File: src/rtl/piton_aws_err_pkg.sv
// Shared constants and FSM state types for the AXI4 DECERR responder.
package piton_aws_err_pkg;

  localparam logic [1:0] AXI_RESP_OKAY   = 2'b00;
  localparam logic [1:0] AXI_RESP_DECERR = 2'b11;

  typedef enum logic [1:0] {
    W_IDLE  = 2'd0,
    W_DRAIN = 2'd1,
    W_RESP  = 2'd2
  } w_state_t;

  typedef enum logic {
    R_IDLE = 1'b0,
    R_DATA = 1'b1
  } r_state_t;

endpackage

File: src/rtl/piton_aws_err_rd_beat_gen.sv
// Read-side FSM: accepts one AR, then returns arlen+1 DECERR beats with rlast.
module piton_aws_err_rd_beat_gen
  import piton_aws_err_pkg::*;
#(
  parameter int AXI4_ID_WIDTH   = 16,
  parameter int AXI4_DATA_WIDTH = 512
) (
  input  logic                       clk,
  input  logic                       rst_n,
  input  logic                       en,
  input  logic [AXI4_ID_WIDTH-1:0]   arid,
  input  logic [7:0]                 arlen,
  input  logic                       arvalid,
  output logic                       arready,
  output logic [AXI4_ID_WIDTH-1:0]   rid,
  output logic [AXI4_DATA_WIDTH-1:0] rdata,
  output logic [1:0]                 rresp,
  output logic                       rlast,
  output logic                       rvalid,
  input  logic                       rready
);

  r_state_t                   state_q, state_d;
  logic [AXI4_ID_WIDTH-1:0]   id_q;
  logic [7:0]                 len_q;
  logic [7:0]                 beat_q;
  logic                       ar_hs;
  logic                       r_hs;

  assign arready = en && (state_q == R_IDLE);
  assign rvalid  = (state_q == R_DATA);
  assign rid     = id_q;
  assign rdata   = '0;
  assign rresp   = rvalid ? AXI_RESP_DECERR : AXI_RESP_OKAY;
  // beat_q never exceeds len_q, so an arlen of 255 reaches rlast without wrapping
  assign rlast   = rvalid && (beat_q == len_q);

  assign ar_hs = arvalid && arready;
  assign r_hs  = rvalid && rready;

  always_comb begin
    state_d = state_q;
    case (state_q)
      R_IDLE:  if (ar_hs) state_d = R_DATA;
      R_DATA:  if (r_hs && rlast) state_d = R_IDLE;
      default: state_d = R_IDLE;
    endcase
  end

  always_ff @(posedge clk or negedge rst_n) begin
    if (!rst_n) begin
      state_q <= R_IDLE;
      id_q    <= '0;
      len_q   <= '0;
      beat_q  <= '0;
    end else begin
      state_q <= state_d;
      if (ar_hs) begin
        id_q   <= arid;
        len_q  <= arlen;
        beat_q <= '0;
      end else if (r_hs && !rlast) begin
        beat_q <= beat_q + 8'd1;
      end
    end
  end

endmodule

File: src/rtl/piton_aws_axi_err_responder.sv
// AXI4 slave that completes every transaction with DECERR.
// Optional error statistics enabled by defining PITON_AWS_ERR_RESP_STATS_EN.
module piton_aws_axi_err_responder
  import piton_aws_err_pkg::*;
#(
  parameter int AXI4_ADDR_WIDTH = 64,
  parameter int AXI4_ID_WIDTH   = 16,
  parameter int AXI4_DATA_WIDTH = 512,
  parameter int STATS_CNT_WIDTH = 32
) (
  input  logic                         clk,
  input  logic                         rst_n,

  input  logic [AXI4_ID_WIDTH-1:0]     awid,
  input  logic [AXI4_ADDR_WIDTH-1:0]   awaddr,
  input  logic [7:0]                   awlen,
  input  logic                         awvalid,
  output logic                         awready,

  input  logic [AXI4_DATA_WIDTH-1:0]   wdata,
  input  logic [AXI4_DATA_WIDTH/8-1:0] wstrb,
  input  logic                         wlast,
  input  logic                         wvalid,
  output logic                         wready,

  output logic [AXI4_ID_WIDTH-1:0]     bid,
  output logic [1:0]                   bresp,
  output logic                         bvalid,
  input  logic                         bready,

  input  logic [AXI4_ID_WIDTH-1:0]     arid,
  input  logic [AXI4_ADDR_WIDTH-1:0]   araddr,
  input  logic [7:0]                   arlen,
  input  logic                         arvalid,
  output logic                         arready,

  output logic [AXI4_ID_WIDTH-1:0]     rid,
  output logic [AXI4_DATA_WIDTH-1:0]   rdata,
  output logic [1:0]                   rresp,
  output logic                         rlast,
  output logic                         rvalid,
  input  logic                         rready,

  output logic                         buser,
  output logic                         ruser
`ifdef PITON_AWS_ERR_RESP_STATS_EN
  ,
  input  logic                         err_clr,
  output logic [STATS_CNT_WIDTH-1:0]   err_wr_cnt,
  output logic [STATS_CNT_WIDTH-1:0]   err_rd_cnt,
  output logic [AXI4_ADDR_WIDTH-1:0]   err_addr,
  output logic                         err_addr_vld
`endif
);

  w_state_t                 w_state_q, w_state_d;
  logic [AXI4_ID_WIDTH-1:0] bid_q;
  logic                     rdy_q;
  logic                     aw_hs;
  logic                     w_last_hs;
  logic                     b_hs;
  logic                     ar_hs;
  logic                     r_last_hs;

  assign buser = 1'b0;
  assign ruser = 1'b0;

  // rdy_q holds the ready outputs low until the first edge after reset release
  always_ff @(posedge clk or negedge rst_n) begin
    if (!rst_n) rdy_q <= 1'b0;
    else        rdy_q <= 1'b1;
  end

  assign awready   = rdy_q && (w_state_q == W_IDLE);
  assign wready    = (w_state_q == W_DRAIN);
  assign bvalid    = (w_state_q == W_RESP);
  assign bid       = bid_q;
  assign bresp     = bvalid ? AXI_RESP_DECERR : AXI_RESP_OKAY;

  assign aw_hs     = awvalid && awready;
  assign w_last_hs = wvalid && wready && wlast;
  assign b_hs      = bvalid && bready;

  always_comb begin
    w_state_d = w_state_q;
    case (w_state_q)
      W_IDLE:  if (aw_hs) w_state_d = W_DRAIN;
      W_DRAIN: if (w_last_hs) w_state_d = W_RESP;
      W_RESP:  if (b_hs) w_state_d = W_IDLE;
      default: w_state_d = W_IDLE;
    endcase
  end

  always_ff @(posedge clk or negedge rst_n) begin
    if (!rst_n) begin
      w_state_q <= W_IDLE;
      bid_q     <= '0;
    end else begin
      w_state_q <= w_state_d;
      if (aw_hs) bid_q <= awid;
    end
  end

  piton_aws_err_rd_beat_gen #(
    .AXI4_ID_WIDTH   (AXI4_ID_WIDTH),
    .AXI4_DATA_WIDTH (AXI4_DATA_WIDTH)
  ) u_rd (
    .clk     (clk),
    .rst_n   (rst_n),
    .en      (rdy_q),
    .arid    (arid),
    .arlen   (arlen),
    .arvalid (arvalid),
    .arready (arready),
    .rid     (rid),
    .rdata   (rdata),
    .rresp   (rresp),
    .rlast   (rlast),
    .rvalid  (rvalid),
    .rready  (rready)
  );

  assign ar_hs     = arvalid && arready;
  assign r_last_hs = rvalid && rready && rlast;

`ifdef PITON_AWS_ERR_RESP_STATS_EN
  logic [STATS_CNT_WIDTH-1:0] wr_cnt_q, rd_cnt_q;
  logic [AXI4_ADDR_WIDTH-1:0] addr_q;
  logic                       addr_vld_q;

  always_ff @(posedge clk or negedge rst_n) begin
    if (!rst_n) begin
      wr_cnt_q   <= '0;
      rd_cnt_q   <= '0;
      addr_q     <= '0;
      addr_vld_q <= 1'b0;
    end else if (err_clr) begin
      wr_cnt_q   <= '0;
      rd_cnt_q   <= '0;
      addr_q     <= '0;
      addr_vld_q <= 1'b0;
    end else begin
      if (b_hs && (wr_cnt_q != '1))      wr_cnt_q <= wr_cnt_q + 1'b1;
      if (r_last_hs && (rd_cnt_q != '1)) rd_cnt_q <= rd_cnt_q + 1'b1;
      if (!addr_vld_q && (aw_hs || ar_hs)) begin
        addr_q     <= aw_hs ? awaddr : araddr;
        addr_vld_q <= 1'b1;
      end
    end
  end

  assign err_wr_cnt   = wr_cnt_q;
  assign err_rd_cnt   = rd_cnt_q;
  assign err_addr     = addr_q;
  assign err_addr_vld = addr_vld_q;

  logic unused_inputs;
  assign unused_inputs = ^{awlen, wdata, wstrb};
`else
  logic unused_inputs;
  assign unused_inputs = ^{awaddr, awlen, wdata, wstrb, araddr, b_hs, r_last_hs, ar_hs};
`endif

endmodule

File: config.mk
export PLATFORM = sky130hd
export DESIGN_NAME = piton_aws_axi_err_responder
export DESIGN_NICKNAME = d
export VERILOG_FILES = /design/src/rtl/piton_aws_err_pkg.sv /design/src/rtl/piton_aws_err_rd_beat_gen.sv /design/src/rtl/piton_aws_axi_err_responder.sv
export SDC_FILE = /design/constraint.sdc
export NUM_CORES = 1
export LEC_CHECK = 0
export CAP_MARGIN = 10
export CORE_AREA = 8 8 500 502
export CTS_CLUSTER_SIZE = 25
export DETAILED_ROUTE_END_ITERATION = 12
export DIE_AREA = 0 0 508 510
export PLACE_DENSITY_LB_ADDON = 0.15
export SETUP_SLACK_MARGIN = 0.3
export SYNTH_ARGS = -nofsm -noshare
export SYNTH_HDL_FRONTEND = slang
export SYNTH_SLANG_ARGS = --single-unit
File: constraint.sdc
create_clock -name clk -period 1.7 [get_ports clk]
set_clock_uncertainty 0.05 [all_clocks]
set_input_delay 0.17 -clock clk [delete_from_list [all_inputs] [get_ports clk]]
set_output_delay 0.17 -clock clk [all_outputs]
set_load 0.03 [all_outputs]
Word level (Yosys, flattened, before mapping)
Cells that the tools add are included.
{ "op_classes": {"n_eq_ne": 6, "add_sub_neg": 1, "muxes": 11, "n_reduce_logical": 15, "bitwise_logic": 1} }
{ "ops": {"columns": ["op", "count"], "rows": [
  ["two-way mux 8 bit", 2],
  ["logical AND 1 bit", 11],
  ["two-way mux 2 bit", 5],
  ["adder 8 x 1 -> 8 bit, second input constant", 1],
  ["== test 8 bit", 1],
  ["one-hot mux 2 bit (3 select lines)", 1],
  ["!= test 2 x 1 -> 1 bit, second input constant", 2],
  ["AND reduction 3 bit", 1],
  ["== test 2 x 1 -> 1 bit, second input constant", 1],
  ["== test 2 bit, second input constant", 1],
  ["zero test 2 bit", 1],
  ["two-way mux 1 bit", 2],
  ["!= test 2 bit, second input constant", 1],
  ["one-hot mux 1 bit (2 select lines)", 1],
  ["nonzero test 2 bit", 1],
  ["zero test 1 bit", 1],
  ["inverter 1 bit", 1]
]} }
{ "word_totals": {"output_inout_bits": 556, "inputBits": 760, "wordCells": 41, "regBits": 52} }

Longest topological paths before layout
Gate-level depths: netlist (run 1).
{ "logic_depth": {"depth_word": 6, "ltp_mapped": 5, "mapped_depth_nobuf": 4} }

Cells and area by module
A second synthesis (run 1) with hierarchy kept.
{ "unflattened": {"cells_unflattened": 687, "area_unflattened_um2": 6238.5} }
{ "modules_own_cells": {"columns": ["module", "instances", "seq_area_each_um2", "cells_each", "area_each_um2"], "rows": [
  ["piton_aws_err_rd_beat_gen", 1, 825.8, 636, 5411.4],
  ["piton_aws_axi_err_responder", 1, 475.5, 51, 827.0]
]} }

Least setup slack after synthesis (run 1)
OpenSTA, ideal clock, no wires.
{ "synth_timing": {"path_type": "reg2reg", "start": "reg u_rd.state_q (netlist: u_rd.rvalid)", "end": "reg u_rd.len_q[0]", "path_buffers": 1, "setup_ps": 125, "stages_incl_launch_ff": 5, "period_less_slack_ps": 1926, "required_time_ps": 1525, "setup_slack_ps": -226, "arrival_time_ps": 1751, "cell_sequence": "dfrtp_1 -> nor2b_1 -> nand2_2 -> buf_6 -> mux2_2"} }
{ "synth_via": {"elab_chain_cells": 3} }
{ "synth_rtl": {"columns": ["item", "line_no", "text"], "rows": [
  ["from (decl)", "piton_aws_err_rd_beat_gen.sv:23", "r_state_t state_q, state_d;"],
  ["from (signal assigned)", "piton_aws_err_rd_beat_gen.sv:57", "state_q <= state_d;"],
  ["inverter 1 bit", null, null],
  ["logical AND 1 bit", "piton_aws_err_rd_beat_gen.sv:30", "assign arready = en && (state_q == R_IDLE);"],
  ["net arready", "piton_aws_axi_err_responder.sv:35", "output logic arready,"],
  ["logical AND 1 bit", "piton_aws_err_rd_beat_gen.sv:38", "assign ar_hs = arvalid && arready;"],
  ["to (signal assigned)", "piton_aws_err_rd_beat_gen.sv:60", "len_q <= arlen;"],
  ["to (decl)", "piton_aws_err_rd_beat_gen.sv:25", "logic [7:0] len_q;"]
]} }
The timed path passes the listed nets, and every way through them passes these cells.
A chain may end at the register's enable or synchronous reset.

Worst setup path after layout (run 1)
{ "layout_timing": {"start": "reg u_rd.len_q[6]", "end": "out rlast"} }
{ "layout_via": {"elab_chain_cells": 2} }
{ "layout_rtl": {"columns": ["item", "line_no", "text"], "rows": [
  ["== test 8 bit", "piton_aws_err_rd_beat_gen.sv:36", "assign rlast = rvalid && (beat_q == len_q);"],
  ["logical AND 1 bit", "piton_aws_err_rd_beat_gen.sv:36", null],
  ["to (decl)", "piton_aws_axi_err_responder.sv:40", "output logic rlast,"]
]} }
No other way between the ends.

==> impl_metrics.tcl, run 1 <==
set metrics [dict create \
    cts_tree "built" \
    cts.sinks 52 \
    layout-drive-gt1-share 0.177 \
    syn_inst 677 \
    ir_drop_mv 0.453 \
    detail_route.first_pass.iterations 2 \
    outcome "finished with violations" \
    power.internal_uw 4460 \
    dp_cells 3976 \
    layout_commonest_cell "conb_1" \
    via_per_inst 0.735 \
    grt_usage 0.0124 \
    synth_seq_cells 52 \
    period_minus_slack_ns 1.73 \
    regArea_um2 1310 \
    worstSetupStartpointType "flop" \
    dr_wl_met3_mm 2.05 \
    grt_first_pass_wirelength_mm 22.7 \
    powerDensity_nw_per_um2 943 \
    htree_levels 2 \
    total_power_uw 9310 \
    synth_cell_types 28 \
    dieWidth_um 508 \
    grt_pass1_vias 2838 \
    grt_max_degree 25 \
    ys_warn_count 0 \
    io_pins 1316 \
    n_fill_cell 28800 \
    rsz0062_at_grt "true" \
    max_freq_mhz 577 \
    power_switching_uw 4850 \
    clockBufferDepth 2 \
    core_area_um2 242000 \
    dp_hpwl_mm 16.0 \
    power_frac_clock 0.142 \
    period_share 1.02 \
    port_buffers 89 \
    clock_latency_ns 0.35 \
    post-route-drc-count 0 \
    start_util 0.0254 \
    cts_inserted_buffers 5 \
    wl_mm 19.0 \
    drv_slew 0 \
    wire_per_inst_um 4.74 \
    drv_cap 0 \
    hold_viol 0 \
    final-instance-count-excl-fill 3999 \
    crit_fanout 2 \
    finalSetupViolations 1 \
    place_worst_setup_slack_ns 0.0825 \
    p_leak_uw 0.00357 \
    seq_area_frac_synth 0.212 \
    fin_nets 1556 \
    postRouteAntennaNets 0 \
    dr_total_vias 2941 \
    finalWorstSetupSlack_ns -0.0344 \
    worstPathRequired_ns 1.48 \
    initialDrtViolationCount 34 \
    antenna_found_initial 2 \
    grt_overflow 0 \
    worstSetupEndpointType "primary output" \
    swShare 0.521 \
    layout_common_cells "conb_1, dfrtp_1, clkdlybuf4s50_1" \
    die_area_um2 259000 \
    highest_layer "met5" \
    dieHeight_um 510 \
    critical_path_class "flop to primary output" \
    detailroute.wirelength.met2_mm 11.7 \
    syn2layout_area_growth_pct 61.0 \
    pwr-share-comb 0.619 \
    gp_congestion 0.571 \
    clk_pin_slew_worst_paths_ns 0.10 \
    syn_area_um2 6130 \
    multi_input_area_um2 3090 \
    hold_path.class "primary input to async pin" \
    cts_root_buffer "clkbuf_16" \
    pwr-share-seq 0.239 \
    num_rows 181 \
    arrival_ns 1.51 \
    m1WireLength_mm 4.94 \
    violations "setup timing" \
    syn_area_per_cell_um2 9.06 \
]
[worst paths after layout]
check	startpoint	to	slack, ns	cells after the start
worst max register to register	u_rd.len_q[6]	u_rd.beat_q[7]	0.09	6
min in group clk	bready	w_state_q[1]	0.37	3
worst max-delay path	u_rd.len_q[6]	rlast	-0.03	4
worst min register to register	u_rd.rid[15]	u_rd.rid[15]	0.46	1
worst min-delay path	rst_n	u_rd.rid[3]	0.19	2
max in group asynchronous	rst_n	w_state_q[1]	0.84	3
[flip-flops by register name, summed over array words and instances (netlist names)]
name         count
bid             16
rdy_q            1
u_rd.beat_q      8
u_rd.len_q       8
u_rd.rid        16
u_rd.rvalid      1
w_state_q        2
[power groups by stage]
stage | Clock, uW | Combinational, uW | Sequential [uW]
2_1_floorplan | 0 | 3630 | 2980
3_3_place_gp | 0 | 5300 | 2260
3_5_place_dp | 0 | 5260 | 2240
4_1_cts | 1520 | 5690 | 2230
5_1_grt | 1510 | 6120 | 2310
6_report | 1320 | 5770 | 2220
[synth_stat cells]
cell         n  area [um^2]
nand3_1      2         10.0
nand4_2      2         25.0
o21bai_4     1         18.8
a32o_1       1         10.0
a21o_1       1         7.51
nor3_1       3         15.0
and2_1       1         6.26
xor2_1       1         8.76
nand2_2      1         6.26
nor2_1       2         7.51
o2111ai_1    2         17.5
nand4_1      1         6.26
inv_1        4         15.0
nor2b_1      3         18.8
mux2_4       1         15.0
xnor2_1      9         78.8
dfrtp_1     52         1300
and3_1       1         6.26
o21ai_0      3         15.0
buf_4      518         3890
nand2_1     11         41.3
and3_2       1         7.51
mux2_2      39          439
ha_1         1         12.5
mux2i_1      8         80.1
conb_1       2         7.51
buf_6        5         56.3
nor3b_2      1         12.5
[metal layers]
layer,up-vias,track usage
met5,-,0
met4,2,0.00448
met3,10,0.00486
met2,217,0.0261
met1,1397,0.00997
li1,1315,-
[through the flow]
step	setup TNS, ns	hold slack [ns]	cell area [um^2]	utilization
2_1_floorplan	-0.142	-0.176	8130	-
3_3_place_gp	0	0.0589	9270	0.0383
3_5_place_dp	0	0.0549	9270	0.0383
4_1_cts	-0.115	0.165	9800	0.0405
5_1_grt	-0.311	0.201	9870	0.0408
6_report	-0.0344	0.187	9880	0.0408
[worst max-delay path: stages, from the launching register on]
cell     delay, ns
dfrtp_1       0.43
xnor2_2       0.20
nand4_4       0.14
nor3_4        0.24
buf_6         0.16
[logic make-up (layout without fill, tap and decap cells)]
| kind of cell | Yosys count | count (layout) | synth area share |
|---|---|---|---|
| AO/OA/AOI/OAI | 8 | 8 | 0.0112 |
| XOR/XNOR | 10 | 10 | 0.0143 |
| adder cells (fa/ha/maj) | 1 | 1 | 0.00204 |
| buffers and inverters | 527 | 133 | 0.646 |
| flip-flops | 52 | 52 | 0.212 |
| multiplexers | 48 | 48 | 0.0871 |
| other | 2 | 516 | 0.00122 |
| AND/OR/NAND/NOR | 29 | 29 | 0.0265 |
[what timing repair did]
item / 4_1_cts / 5_1_grt
endpoints found under the hold margin: 38 / 0
gates resized for setup: 128 / 34
hold buffers: 1 / 0
cloned: 3 / 0
setup buffers: 8 / 2
endpoints found under the setup margin: 89 / 65
pin swaps: 17 / 4
[final cells by class]
type | count | area share
Sequential cell | 52 | 0.133
Clock inverter | 3 | 0.00291
Inverter | 4 | 0.00152
Multi-Input combinational cell | 611 | 0.313
Clock buffer | 5 | 0.0127
Tap cell | 3202 | 0.406
Timing Repair Buffer | 121 | 0.132
Antenna cell | 1 | 0.000253
No activity file was read; power rests on OpenSTA's default activity.
==> run 2: changes to the inputs <==
--- a/config.mk
+++ b/config.mk
@@ -6,10 +6,10 @@
 export NUM_CORES = 1
 export LEC_CHECK = 0
 export CAP_MARGIN = 10
-export CORE_AREA = 8 8 500 502
+export CORE_AREA = 2 2 509 511
 export CTS_CLUSTER_SIZE = 25
 export DETAILED_ROUTE_END_ITERATION = 12
-export DIE_AREA = 0 0 508 510
+export DIE_AREA = 0 0 511 513
 export PLACE_DENSITY_LB_ADDON = 0.15
 export SETUP_SLACK_MARGIN = 0.3
 export SYNTH_ARGS = -nofsm -noshare
==> impl_metrics.tcl, run 2 (synthesis results as in run 1) <==
set metrics [dict create \
    dr_total_vias 2988 \
    hold_viol 0 \
    violations "setup timing" \
    cts_inserted_buffers 5 \
    clockBufferDepth 2 \
    powerDensity_nw_per_um2 917 \
    wl_mm 16.7 \
    power_switching_uw 4840 \
    hold_path.class "primary input to async pin" \
    antenna_found_initial 2 \
    timing.rr.start "rdy_q" \
    syn2layout_area_growth_pct 66.8 \
    die_area_um2 262000 \
    layout_common_cells "conb_1, dfrtp_1, clkdlybuf4s50_1" \
    detail_route.first_pass.iterations 2 \
    port_buffers 89 \
    arrival_ns 1.51 \
    wire_per_inst_um 4.00 \
    pwr-share-comb 0.622 \
    hold_ws_ns 0.245 \
    dieHeight_um 513 \
    layout_commonest_cell "conb_1" \
    io_pins 1316 \
    final-instance-count-excl-fill 4186 \
    worstPathRequired_ns 1.48 \
    grt_overflow 0 \
    crit_start "u_rd.beat_q[5]" \
    post-route-drc-count 0 \
    total_power_uw 9380 \
    clock_latency_ns 0.36 \
    outcome "finished with violations" \
    grt_first_pass_wirelength_mm 19.8 \
    finalInstanceArea_um2 10200 \
    drv_slew 0 \
    cts.sinks 52 \
    num_rows 186 \
    swShare 0.516 \
    max_freq_mhz 579 \
    htree_levels 2 \
    drv_cap 0 \
    power.internal_uw 4540 \
    finalSetupViolations 1 \
    worstSetupEndpointType "primary output" \
    grt_max_degree 26 \
    period_share 1.02 \
    gp_congestion 0.589 \
    dpl-instance-area_um2 9590 \
    dieWidth_um 511 \
    multi_input_area_um2 3120 \
    crit_fanout 2 \
    dp_hpwl_mm 13.4 \
    ir_drop_mv 0.459 \
    regArea_um2 1300 \
    dp_cells 4162 \
    final_util 0.0399 \
    via_per_inst 0.714 \
    n_fill_cell 30400 \
    critical_path_class "flop to primary output" \
    clk_pin_slew_worst_paths_ns 0.11 \
    layout-drive-gt1-share 0.171 \
    initialDrtViolationCount 41 \
    p_leak_uw 0.00364 \
    rsz0062_at_grt "true" \
    antenna_cells 0 \
    postRouteAntennaNets 0 \
    start_util 0.0239 \
    grt_usage 0.0110 \
    fin_nets 1562 \
    period_minus_slack_ns 1.73 \
    finalWorstSetupSlack_ns -0.0275 \
    cts_root_buffer "clkbuf_16" \
    pwr-share-seq 0.237 \
    worstSetupStartpointType "flop" \
    cts_tree "built" \
    grt_pass1_vias 2395 \
    core_area_um2 256000 \
    power_frac_clock 0.141 \
]
run 2: cell count changes in the layout (fill, tap and decap cells not counted), sizes merged:
cell           delta
clkdlybuf4s15     -3
dlygate4sd2       +6
diode             -1
buf               +2
clkbuf            +1
run 2: worst max-delay path, cell delays in order (launching register included):
cell and delay [ns]:
dfrtp_2 0.46, xnor2_2 0.18, nand4_4 0.13, nor3_4 0.21, buf_6 0.17
run 2: worst paths after layout:
check	endpoint	slack, ns	cells after the start
setup / recovery	rlast	-0.03	4
hold / removal	u_rd.beat_q[5]	0.24	2
setup reg to reg	u_rd.rid[0]	0.02	7
hold reg to reg	bid[15]	0.46	1
max in group asynchronous	bid[14]	0.80	3
min in group clk	bid[6]	0.36	2
run 2: power by group through the flow:
stage / clock [uW] / combinational [uW] / sequential (uW)
2_1_floorplan: 0 / 3630 / 2980
3_3_place_gp: 0 / 5400 / 2200
3_5_place_dp: 0 / 5360 / 2190
4_1_cts: 1490 / 5780 / 2230
5_1_grt: 1490 / 6170 / 2320
6_report: 1320 / 5840 / 2220
run 2: per-layer routing:
metal | track usage | wire (um)
met1 | 0.00926 | 4640
met2 | 0.0216 | 10200
met3 | 0.00509 | 1590
met4 | 0.00491 | 280
met5 | 0 | 8
run 2: timing repair:
item	CTS	global route
setup buffers	11	1
endpoints found under the hold margin	23	0
resized for setup	127	30
hold buffers	1	0
pin swaps	8	7
setup endpoints to repair	92	65
gates cloned	2	1
run 2: stage by stage:
step	setup WS, ns	setup TNS [ns]
after global placement	-0.0288	-0.467
after detailed placement	-0.0200	-0.199
after global routing	-0.125	-0.942
after floorplan	-0.0158	-0.142
final	-0.0275	-0.0275
after CTS	-0.0703	-0.553
run 2: final cells by class:
cell class	count	area share
Tap cell	3384	0.414
Multi-Input combinational cell	611	0.305
Timing Repair Buffer	127	0.137
Sequential cell	52	0.127
Clock buffer	5	0.0122
Clock inverter	3	0.00281
Inverter	4	0.00147
==> run 3: changes to the inputs <==
--- a/config.mk
+++ b/config.mk
@@ -10,6 +10,7 @@
 export CTS_CLUSTER_SIZE = 25
 export DETAILED_ROUTE_END_ITERATION = 12
 export DIE_AREA = 0 0 511 513
+export HOLD_SLACK_MARGIN = 0.02
 export PLACE_DENSITY_LB_ADDON = 0.15
 export SETUP_SLACK_MARGIN = 0.3
 export SYNTH_ARGS = -nofsm -noshare
==> results of run 3 <==
The final DEF is identical to that of run 2; final timing and power are the same.
